`src/rtl/uart_tx_arbiter.sv`:
```
// Round-robin arbiter sharing one UART serializer among NREQ byte streams, with bursts of up to MAX_BURST characters.
// Optional feature: define UART_ARB_TAG_EN to send a TAG_BASE|grant_id character before each burst.
module uart_tx_arbiter #(
  parameter int unsigned      NREQ      = 4,
  parameter int unsigned      NCHAR     = 8,
  parameter int unsigned      MAX_BURST = 4,
  parameter logic [NCHAR-1:0] TAG_BASE  = NCHAR'(8'hF0)
) (
  input  logic                      clk,
  input  logic                      rst,
  input  logic [NREQ-1:0]           req_valid,
  input  logic [NREQ*NCHAR-1:0]     req_data,
  input  logic [NREQ-1:0]           req_last,
  output logic [NREQ-1:0]           req_ready,
  output logic [NCHAR-1:0]          tx_data,
  output logic                      tx_start,
  input  logic                      tx_ready,
  output logic                      grant_valid,
  output logic [$clog2(NREQ)-1:0]   grant_id
);

  localparam int unsigned IW = $clog2(NREQ);
  localparam int unsigned CW = $clog2(MAX_BURST + 1);

  typedef enum logic [2:0] {
    S_IDLE,
    S_ARB,
`ifdef UART_ARB_TAG_EN
    S_TAG,
`endif
    S_SEND,
    S_WAIT
  } state_e;

  state_e          state_q, state_d;
  logic [IW-1:0]   ptr_q, ptr_d;
  logic [IW-1:0]   grant_id_q, grant_id_d;
  logic            grant_valid_q, grant_valid_d;
  logic [CW-1:0]   burst_cnt_q, burst_cnt_d;
  logic            last_q, last_d;

  logic [IW-1:0]   sel_id;
  logic            sel_found;
  logic [IW-1:0]   cand;
  logic [IW-1:0]   next_ptr;
  logic            end_burst;
  logic [NCHAR-1:0] data_arr [NREQ];

  for (genvar i = 0; i < NREQ; i++) begin : g_unpack
    assign data_arr[i] = req_data[i*NCHAR +: NCHAR];
  end

`ifndef UART_ARB_TAG_EN
  logic unused_tag_base;
  assign unused_tag_base = ^TAG_BASE;
`endif

  // First valid requester at or after ptr, wrapping modulo NREQ.
  always_comb begin
    sel_found = 1'b0;
    sel_id    = '0;
    cand      = '0;
    for (int unsigned k = 0; k < NREQ; k++) begin
      cand = IW'((32'(ptr_q) + k) % NREQ);
      if (!sel_found && req_valid[cand]) begin
        sel_found = 1'b1;
        sel_id    = cand;
      end
    end
  end

  assign next_ptr = (grant_id_q == IW'(NREQ - 1)) ? '0 : grant_id_q + IW'(1);

  always_comb begin
    state_d       = state_q;
    ptr_d         = ptr_q;
    grant_id_d    = grant_id_q;
    grant_valid_d = grant_valid_q;
    burst_cnt_d   = burst_cnt_q;
    last_d        = last_q;
    tx_start      = 1'b0;
    tx_data       = '0;
    req_ready     = '0;
    end_burst     = 1'b0;
    case (state_q)
      S_IDLE: if (|req_valid) state_d = S_ARB;
      S_ARB: begin
        if (sel_found) begin
          grant_id_d    = sel_id;
          grant_valid_d = 1'b1;
          burst_cnt_d   = '0;
          last_d        = 1'b0;
`ifdef UART_ARB_TAG_EN
          state_d       = S_TAG;
`else
          state_d       = S_SEND;
`endif
        end else begin
          state_d = S_IDLE;
        end
      end
`ifdef UART_ARB_TAG_EN
      S_TAG: begin
        tx_start = 1'b1;
        tx_data  = TAG_BASE | NCHAR'(grant_id_q);
        if (tx_ready) state_d = S_WAIT;
      end
`endif
      S_SEND: begin
        tx_start = req_valid[grant_id_q];
        tx_data  = data_arr[grant_id_q];
        if (!req_valid[grant_id_q]) begin
          end_burst = 1'b1;
        end else if (tx_ready) begin
          req_ready[grant_id_q] = 1'b1;
          burst_cnt_d = burst_cnt_q + CW'(1);
          last_d      = req_last[grant_id_q];
          state_d     = S_WAIT;
        end
      end
      // Frame in flight; the burst only ends once the serializer is free again.
      S_WAIT: begin
        if (tx_ready) begin
          if (last_q || burst_cnt_q == CW'(MAX_BURST)) end_burst = 1'b1;
          else                                         state_d   = S_SEND;
        end
      end
      default: state_d = S_IDLE;
    endcase
    if (end_burst) begin
      ptr_d         = next_ptr;
      grant_valid_d = 1'b0;
      state_d       = (|req_valid) ? S_ARB : S_IDLE;
    end
  end

  always_ff @(posedge clk) begin
    if (rst) begin
      state_q       <= S_IDLE;
      ptr_q         <= '0;
      grant_id_q    <= '0;
      grant_valid_q <= 1'b0;
      burst_cnt_q   <= '0;
      last_q        <= 1'b0;
    end else begin
      state_q       <= state_d;
      ptr_q         <= ptr_d;
      grant_id_q    <= grant_id_d;
      grant_valid_q <= grant_valid_d;
      burst_cnt_q   <= burst_cnt_d;
      last_q        <= last_d;
    end
  end

  assign grant_valid = grant_valid_q;
  assign grant_id    = grant_id_q;

endmodule

```
`config.mk`:
```
export PLATFORM = sky130hd
export DESIGN_NAME = uart_tx_arbiter
export DESIGN_NICKNAME = d
export VERILOG_FILES = /design/src/rtl/uart_tx_arbiter.sv
export SDC_FILE = /design/constraint.sdc
export NUM_CORES = 1
export LEC_CHECK = 0
export BUFFER_PORTS_ARGS = -buffer_cell sky130_fd_sc_hd__clkbuf_2
export CAP_MARGIN = 20
export CORE_ASPECT_RATIO = 1.2
export CORE_MARGIN = 2
export CORE_UTILIZATION = 30
export CTS_CLUSTER_DIAMETER = 150
export DETAILED_ROUTE_END_ITERATION = 12
export RECOVER_POWER = 50
export SETUP_SLACK_MARGIN = 0.02
export SLEW_MARGIN = 30
export SYNTH_ARGS = -nofsm -noshare
export SYNTH_HDL_FRONTEND = slang
export SYNTH_SLANG_ARGS = --single-unit
```
`constraint.sdc`:
```
create_clock -name clk -period 4.7 [get_ports clk]
set_input_delay 0 -clock clk [delete_from_list [all_inputs] [get_ports clk]]
set_output_delay 0 -clock clk [all_outputs]
set_load 0.1 [all_outputs]
```
==> results of run 1 <==
-- report_power, final --
part           switching (mW)  internal, mW
logic                  0.0941        0.0473
clock network          0.0374        0.0597
registers              0.0115        0.0993
total                   0.143         0.206
-- cells in the final DEF, fill, tap and decap left out, drive strengths merged --
master / count
a2111oi: 1
a21oi: 7
a221oi: 1
and2: 13
and3: 1
clkbuf: 62
dfxtp: 11
ha: 6
inv: 7
mux2i: 3
mux4: 10
nand2: 5
nand2b: 3
nand3: 6
nand4: 1
nor2: 7
nor2b: 2
nor3: 3
nor4: 1
nor4bb: 2
o21a: 2
o21ai: 1
o22ai: 1
o311ai: 1
o31ai: 1
o32ai: 1
or2: 1
or3: 1
xor2: 1
-- area by class of cell --
cell class	instances	area (µm²)	area share, %
Sequential cell	11	220	16.3
Multi-Input combinational cell	82	736	54.3
Tap cell	37	46.3	3.42
Timing Repair Buffer	58	282	20.8
Clock buffer	4	45.0	3.32
Inverter	7	26.3	1.94
-- cell families (layout without fill, tap and decap cells) --
logic type | after synthesis | count (layout) | share of synthesized area (%)
flops | 11 | 11 | 22.0
buf+inv | 12 | 69 | 4.62
simple gates | 46 | 46 | 26.3
compound gates | 16 | 16 | 12.9
mux | 13 | 13 | 25.8
xor+xnor | 1 | 1 | 0.874
fa+ha+maj | 6 | 6 | 7.49
-- metrics by stage --
| step | setup WS (ns) | instances |
|---|---|---|
| 6_report | 2.11 | 199 |
| 5_1_grt | 1.89 | 199 |
| 4_1_cts | 2.04 | 199 |
| 3_5_place_dp | 2.30 | 195 |
| 3_3_place_gp | 2.40 | 195 |
| 2_1_floorplan | 2.06 | 105 |
-- state kept, by name, indices dropped and copies added, names as in the netlist --
signal and flops:
burst_cnt_q 3, grant_id 2, ptr_q 2, state_q 2, grant_valid 1, last_q 1
-- critical path, stage by stage, from the launching register on --
cell and delay [ns]:
dfxtp_1 0.85, mux4_2 0.68, and3_1 0.28, and2_1 0.18, clkbuf_2 0.36
-- path summary, 6_finish.rpt --
check	startpoint	endpoint	depth (start not counted)
max	grant_id[0]	req_ready[3]	4
min	rst	grant_id[0]	2
max reg2reg	grant_id[0]	ptr_q[1]	4
min reg2reg	grant_valid	grant_valid	1
-- metal layers --
metal / up-vias / GRT usage (%)
li1: 500 / -
met2: 47 / 30.1
met4: 0 / 5.23
met3: 4 / 2.49
met5: - / 0
met1: 480 / 15.5
-- synth_stat cells (2+ instances only) --
library cell  count
mux4_2            9
a21oi_1           7
nand3_1           6
clkbuf_1          4
inv_1             7
nor3_1            3
dfxtp_1          11
o21a_1            2
ha_1              6
and2_1           12
nand2_1           5
nor2_1            7
mux2i_1           3
nand2b_1          3
nor4bb_1          2
==> metrics, run 1 <==
area leader, netlist dfxtp_1; CP arrival 2.59 ns; die height 67.3 µm; max-slew violation count 0; CP required 4.70 ns; Max Used Layer met4; vias in the first global route 1035; CP endpoint kind output pin; register area share after synthesis 22.0%; area delta synth->final 35.2%; R2R setup slack 2.46 ns; Crit Path Category reg -> out; Cells after Synth 105; clock-pin slew on the worst setup and hold paths 0.05 ns; CTS Sinks 11; CTS H-tree lvls 1; 1st-iter DRT viols 40; met3 wire len 242 µm; cts repair resizes 0; maxcap violations 0; WHS 0.0952 ns; Post-synth EDFFs 0; fmax 0.387 GHz; ys flop type dfxtp_1; Antenna Violating Nets Remaining 0; Synth Cell Area 1000 µm²; Cell variety after synth 33; gpl congestion 0.818; Ports 59; initial core utilization 30.5%; num rows 23; Fin Setup TNS 0 ns; via count 1031; share of layout cells above drive strength 1 42.0%; Root Driver clkbuf_8; fin crit period 2.59 ns; global router's overall resource usage 15.0%; VDD IR max 0.143 mV; worst-path fanout max 16; Post-CTS Hold Fix Bufs 0; HP Class in -> reg; Mapped Nets 154; DRT Wirelength 2680 µm; clock tree buffer depth 2; period utilization 55.0%; wire length per cell 13.5 µm; IO buf count 58; Syn Area/Cell 9.54 µm²; # diodes 0; end-of-flow core utilization 41.3%; leakage power 0.573 nW; area share of the largest cell type after synthesis 22.0%; status completed; first-pass GRT wire length 4530 µm; pwr dens 258 nW/µm²; routed vias/inst 5.18; Yosys reg bits 11; # Post-CTS Setup Buffers 0; Slew headroom 22.1%; antenna violations before repair 0; total power 349 µW; RSZ-0062 raised after global routing no; Startpoint Class flop; Die Wd 56.8 µm; Filler cells 363; DRT Pass-1 Iters 4; top post-synthesis cells by area dfxtp_1, mux4_2, and2_1; DRC Markers 0; post-route cell area 1360 µm²; Hold Vio Cnt, Final 0; warnings from Yosys 0; Die Area 3820 µm²; routed length on met2 1410 µm; Overflow after GRT 0; Slew @ Worst Pin 1.17 ns; Placeable Area 3280 µm²; Final nets 212; largest net degree at the start of global routing 17; total CTS buffers 3; CTS tree done; Worst-Skew Late Latency 0.24 ns; Post-synth ARST share 0%; placed cell area 1320 µm²; hpwl dp 2200 µm; Final setup violation count 0; Setup Skew 0.00415 ns; wl on met1 998 µm
No activity file was read; power rests on OpenSTA's default activity.
==> inputs of run 2 (changes only) <==
==> constraint.sdc (replaced) <==
create_clock -name clk -period 2.3 [get_ports clk]
set_input_delay 0 -clock clk [delete_from_list [all_inputs] [get_ports clk]]
set_output_delay 0 -clock clk [all_outputs]
set_load 0.1 [all_outputs]
==> run 2 against run 1 <==
Combinational power is 110% higher. Highest routed layer unchanged. Register-to-register slack got worse by 2.2 ns. Via count increased by 2.8%. Clock-buffer cell count unchanged. Flip-flop and latch count unchanged. Global-route usage shrank 0.29 points. Design area decreased by 0.28%. Routed wire length rose by 5.1%. Clock skew about the same. Largest cell class unchanged.
==> metrics, run 2 (synthesis gave the netlist of run 1 again) <==
cts repair resizes 0; CP endpoint kind output pin; VDD IR max 0.249 mV; initial core utilization 30.5%; cell breakdown of the critical path mux4_2 > and3_1 > and2_1 > clkbuf_2; CTS tree done; num rows 23; 1st-iter DRT viols 22; setup ws final 0.284 ns; Slew @ Worst Pin 1.18 ns; Final setup violation count 0; share of layout cells above drive strength 1 44.5%; first-pass GRT wire length 4450 µm; Largest Register burst_cnt_q; via count 1060; Placeable Area 3280 µm²; Startpoint Class flop; gpl congestion 0.763; hpwl dp 2260 µm; maxcap violations 0; commonest cells after routing, fill and taps aside clkbuf_2, and2_1, mux4_2, dfxtp_1; pwr dens 525 nW/µm²; CP required 2.30 ns; Antenna Violating Nets Remaining 0; Die Area 3820 µm²; Worst-Skew Late Latency 0.24 ns; clock-pin slew on the worst setup and hold paths 0.05 ns; die height 67.3 µm; # diodes 0; IO buf count 58; CTS Sinks 11; Fin Setup TNS 0 ns; routed vias/inst 5.27; status completed; # Post-CTS Setup Buffers 0; max reg flops 3; vias in the first global route 1017; area delta synth->final 34.8%; clock tree buffer depth 2; max-slew violation count 0; commonest non-fill, non-tap cell in the layout clkbuf_2; Root Driver clkbuf_8; antenna violations before repair 0; Overflow after GRT 0; total CTS buffers 3; Die Wd 56.8 µm; leakage power 0.593 nW; Ports 59; fin crit period 2.02 ns; placed cell area 1340 µm²; DRC Markers 0; worst-path fanout max 14; Post-CTS Hold Fix Bufs 0; worst slack, placed 0.516 ns; DRT Wirelength 2820 µm; slowest CP cell dfxtp_2; CP peak stage delay 0.53 ns; Hold Vio Cnt, Final 0; period utilization 87.6%; post-route cell area 1350 µm²; HP Class in -> reg; CTS H-tree lvls 1; wire length per cell 14.0 µm; Slew headroom 22.0%; largest net degree at the start of global routing 16; fmax 0.496 GHz; Crit Path Category reg -> out; Final nets 214; global router's overall resource usage 14.7%; RSZ-0062 raised after global routing no; Setup Skew 0.00450 ns; CP arrival 2.02 ns; DRT Pass-1 Iters 4
run 2: cell types whose count changed in the layout (fill, tap and decap cells not counted), sizes merged:
cell,before,now
buf,0,2
run 2: critical path: cells and delay by family (launching register included):
family	cells	cell delay (ns)
DFF	1	0.53
muxes	1	0.42
buffers and inverters	1	0.36
and+or+nand+nor	2	0.46
run 2: routing by layer:
metal  vias up  part of all wire [%]  global-route usage (%)
met3         6                   8.3                    2.68
met4         0                   1.7                    6.10
li1        505                     -                       -
met1       490                    38                    15.4
met2        59                    52                    28.6
met5         -                     0                       0
run 2: worst paths after layout:
path | startpoint | slack, ns | to | depth (start not counted)
min | rst | 0.1 | grant_id[0] | 2
min reg2reg | grant_valid | 0.47 | grant_valid | 1
max | grant_id[1] | 0.28 | req_ready[1] | 4
max reg2reg | grant_id[1] | 0.31 | ptr_q[1] | 4
run 2: per-stage QoR:
| stage | cells | hold slack, ns | power, mW | utilization (%) |
|---|---|---|---|---|
| 2_1_floorplan | 105 | 0.185 | 0.448 | - |
| 3_3_place_gp | 197 | 0.344 | 0.523 | 40.7 |
| 3_5_place_dp | 197 | 0.350 | 0.529 | 40.7 |
| 4_1_cts | 201 | 0.104 | 0.723 | 42.1 |
| 5_1_grt | 201 | 0.109 | 0.740 | 41.2 |
| 6_report | 201 | 0.0954 | 0.709 | 41.2 |
run 2: layout make-up:
type | count | area [µm²]
clock buffers | 4 | 45.0
fillers | 339 | 1930
inverters | 7 | 26.3
multi-input cells | 82 | 711
flip-flops and latches | 11 | 223
well taps | 37 | 46.3
repair buffers | 60 | 300
run 2: report_power, final:
group	internal [mW]	switching [mW]	total (mW)
registers	0.203	0.0169	0.220
clock network	0.122	0.0726	0.194
logic	0.0974	0.197	0.294
==> inputs of run 3 (changes only) <==
==> constraint.sdc (replaced) <==
create_clock -name clk -period 2.52 [get_ports clk]
set_input_delay 0 -clock clk [delete_from_list [all_inputs] [get_ports clk]]
set_output_delay 0 -clock clk [all_outputs]
set_load 0.1 [all_outputs]
==> run 3 against run 2 <==
Critical path type is now reg -> reg. Critical path depth unchanged. Sequential share of layout area down 0.091 points. Clock power down 9.8%. Via count down 2.6%. Total power down 8.8%. Die area unchanged. Register-to-register slack better by 0.15 ns. Clock skew down 0.0039 ns. Cell count unchanged. Global-route usage up 0.63 points. Core utilization up 0.23 points.
==> metrics, run 3 (synthesis gave the netlist of run 1 again) <==
share of layout cells above drive strength 1 45.7%; total power 647 µW; clock-pin slew on the worst setup and hold paths 0.05 ns; Worst-Skew Late Latency 0.24 ns; Largest Register burst_cnt_q; CTS H-tree lvls 1; die height 67.3 µm; Final nets 214; clock tree buffer depth 2; hold path cells 2; vias in the first global route 1072; first-pass GRT wire length 4550 µm; Slew @ Worst Pin 1.16 ns; Startpoint Class flop; fmax 0.485 GHz; CTS tree done; IO buf count 58; largest net degree at the start of global routing 16; CP required 2.64 ns; antenna violations before repair 0; CTS Sinks 11; Worst R2R Path Depth 4; CP peak stage delay 0.70 ns; period utilization 81.9%; # Post-CTS Setup Buffers 0; DRT Wirelength 2760 µm; Overflow after GRT 0; routed vias/inst 5.13; CP Capture Point ptr_q[1]; worst setup path start grant_id[1]; Root Driver clkbuf_8; FF-to-FF Start grant_id[1]; CP endpoint kind flop; DRC Markers 0; Critical R2R Capture ptr_q[1]; Worst path depth 4; placed instance count 197; pwr dens 476 nW/µm²; max reg flops 3; Antenna Violating Nets Remaining 0; # diodes 0; DRT Pass-1 Iters 4; RSZ-0062 raised after global routing no; Setup Skew 0.000594 ns; end-of-flow core utilization 41.4%; Placeable Area 3280 µm²; top cell family by delay on the critical path compound AO/OA/AOI/OAI gates; Filler cells 338; HP Class in -> reg; total CTS buffers 3; area delta synth->final 35.6%; VDD IR max 0.197 mV; wire length per cell 13.7 µm; setup ws final 0.456 ns; via count 1032; Post-CTS Hold Fix Bufs 0; Final setup violation count 0; CP arrival 2.18 ns; Buf+Inv Stages, Crit Path 0; global router's overall resource usage 15.3%; maxcap violations 0; cell breakdown of the critical path mux4_2 > o32ai_1 > mux2i_1 > nor2_1; initial core utilization 30.5%; gpl congestion 0.781; status completed; commonest cells after routing, fill and taps aside clkbuf_2, and2_1, mux4_2, dfxtp_1; Hold Vio Cnt, Final 0; hpwl dp 2270 µm; cts repair resizes 0; 1st-iter DRT viols 32; R2R setup slack 0.46 ns; worst slack, placed 0.755 ns; num rows 23; Fin Setup TNS 0 ns; Die Area 3820 µm²; worst-path fanout max 14; Crit Path Category reg -> reg; leakage power 0.597 nW; commonest non-fill, non-tap cell in the layout clkbuf_2; fin crit period 2.06 ns; max-slew violation count 0; Slew headroom 22.7%; Die Wd 56.8 µm; Finished Layout Cells 201; Ports 59; slowest CP cell o32ai_1
-- run 3: through the flow --
stage	hold WS (ns)	instance area [µm²]
floorplan	0.185	1000
global route	0.128	1360
global placement	0.338	1340
CTS	0.103	1380
finish	0.108	1360
detailed placement	0.354	1340
-- run 3: worst min path at each step --
stage / startpoint / endpoint / slack [ns]
global placement: rst / grant_id[0] / 0.34
floorplan: tx_ready / state_q[0] / 0.19
detailed placement: rst / grant_id[0] / 0.35
global route: rst / state_q[0] / 0.13
finish: rst / grant_id[0] / 0.11
CTS: rst / grant_id[0] / 0.10
-- run 3: final cells by class --
class / instances / area (µm²) / area share (%)
Multi-Input combinational cell: 82 / 717 / 52.8
Timing Repair Buffer: 60 / 302 / 22.2
Sequential cell: 11 / 223 / 16.4
Tap cell: 37 / 46.3 / 3.41
Clock buffer: 4 / 45.0 / 3.31
Inverter: 7 / 26.3 / 1.93
-- run 3: worst reg2reg max path: stages, from the launching register on --
cell,delay (ns)
dfxtp_2,0.52
mux4_2,0.42
o32ai_1,0.70
mux2i_1,0.27
nor2_1,0.05
-- run 3: report_power, final --
group          switching, mW  internal (mW)  total (mW)  leakage (nW)
registers             0.0141          0.186       0.200        0.0906
clock network         0.0645          0.111       0.175        0.0228
logic                  0.181         0.0905       0.271         0.483
-- run 3: routing by layer --
layer | global-route usage [%] | routed length [µm]
met5 | 0 | 0
met1 | 15.8 | 1070
met2 | 30.8 | 1450
met4 | 6.10 | 42
met3 | 2.11 | 200
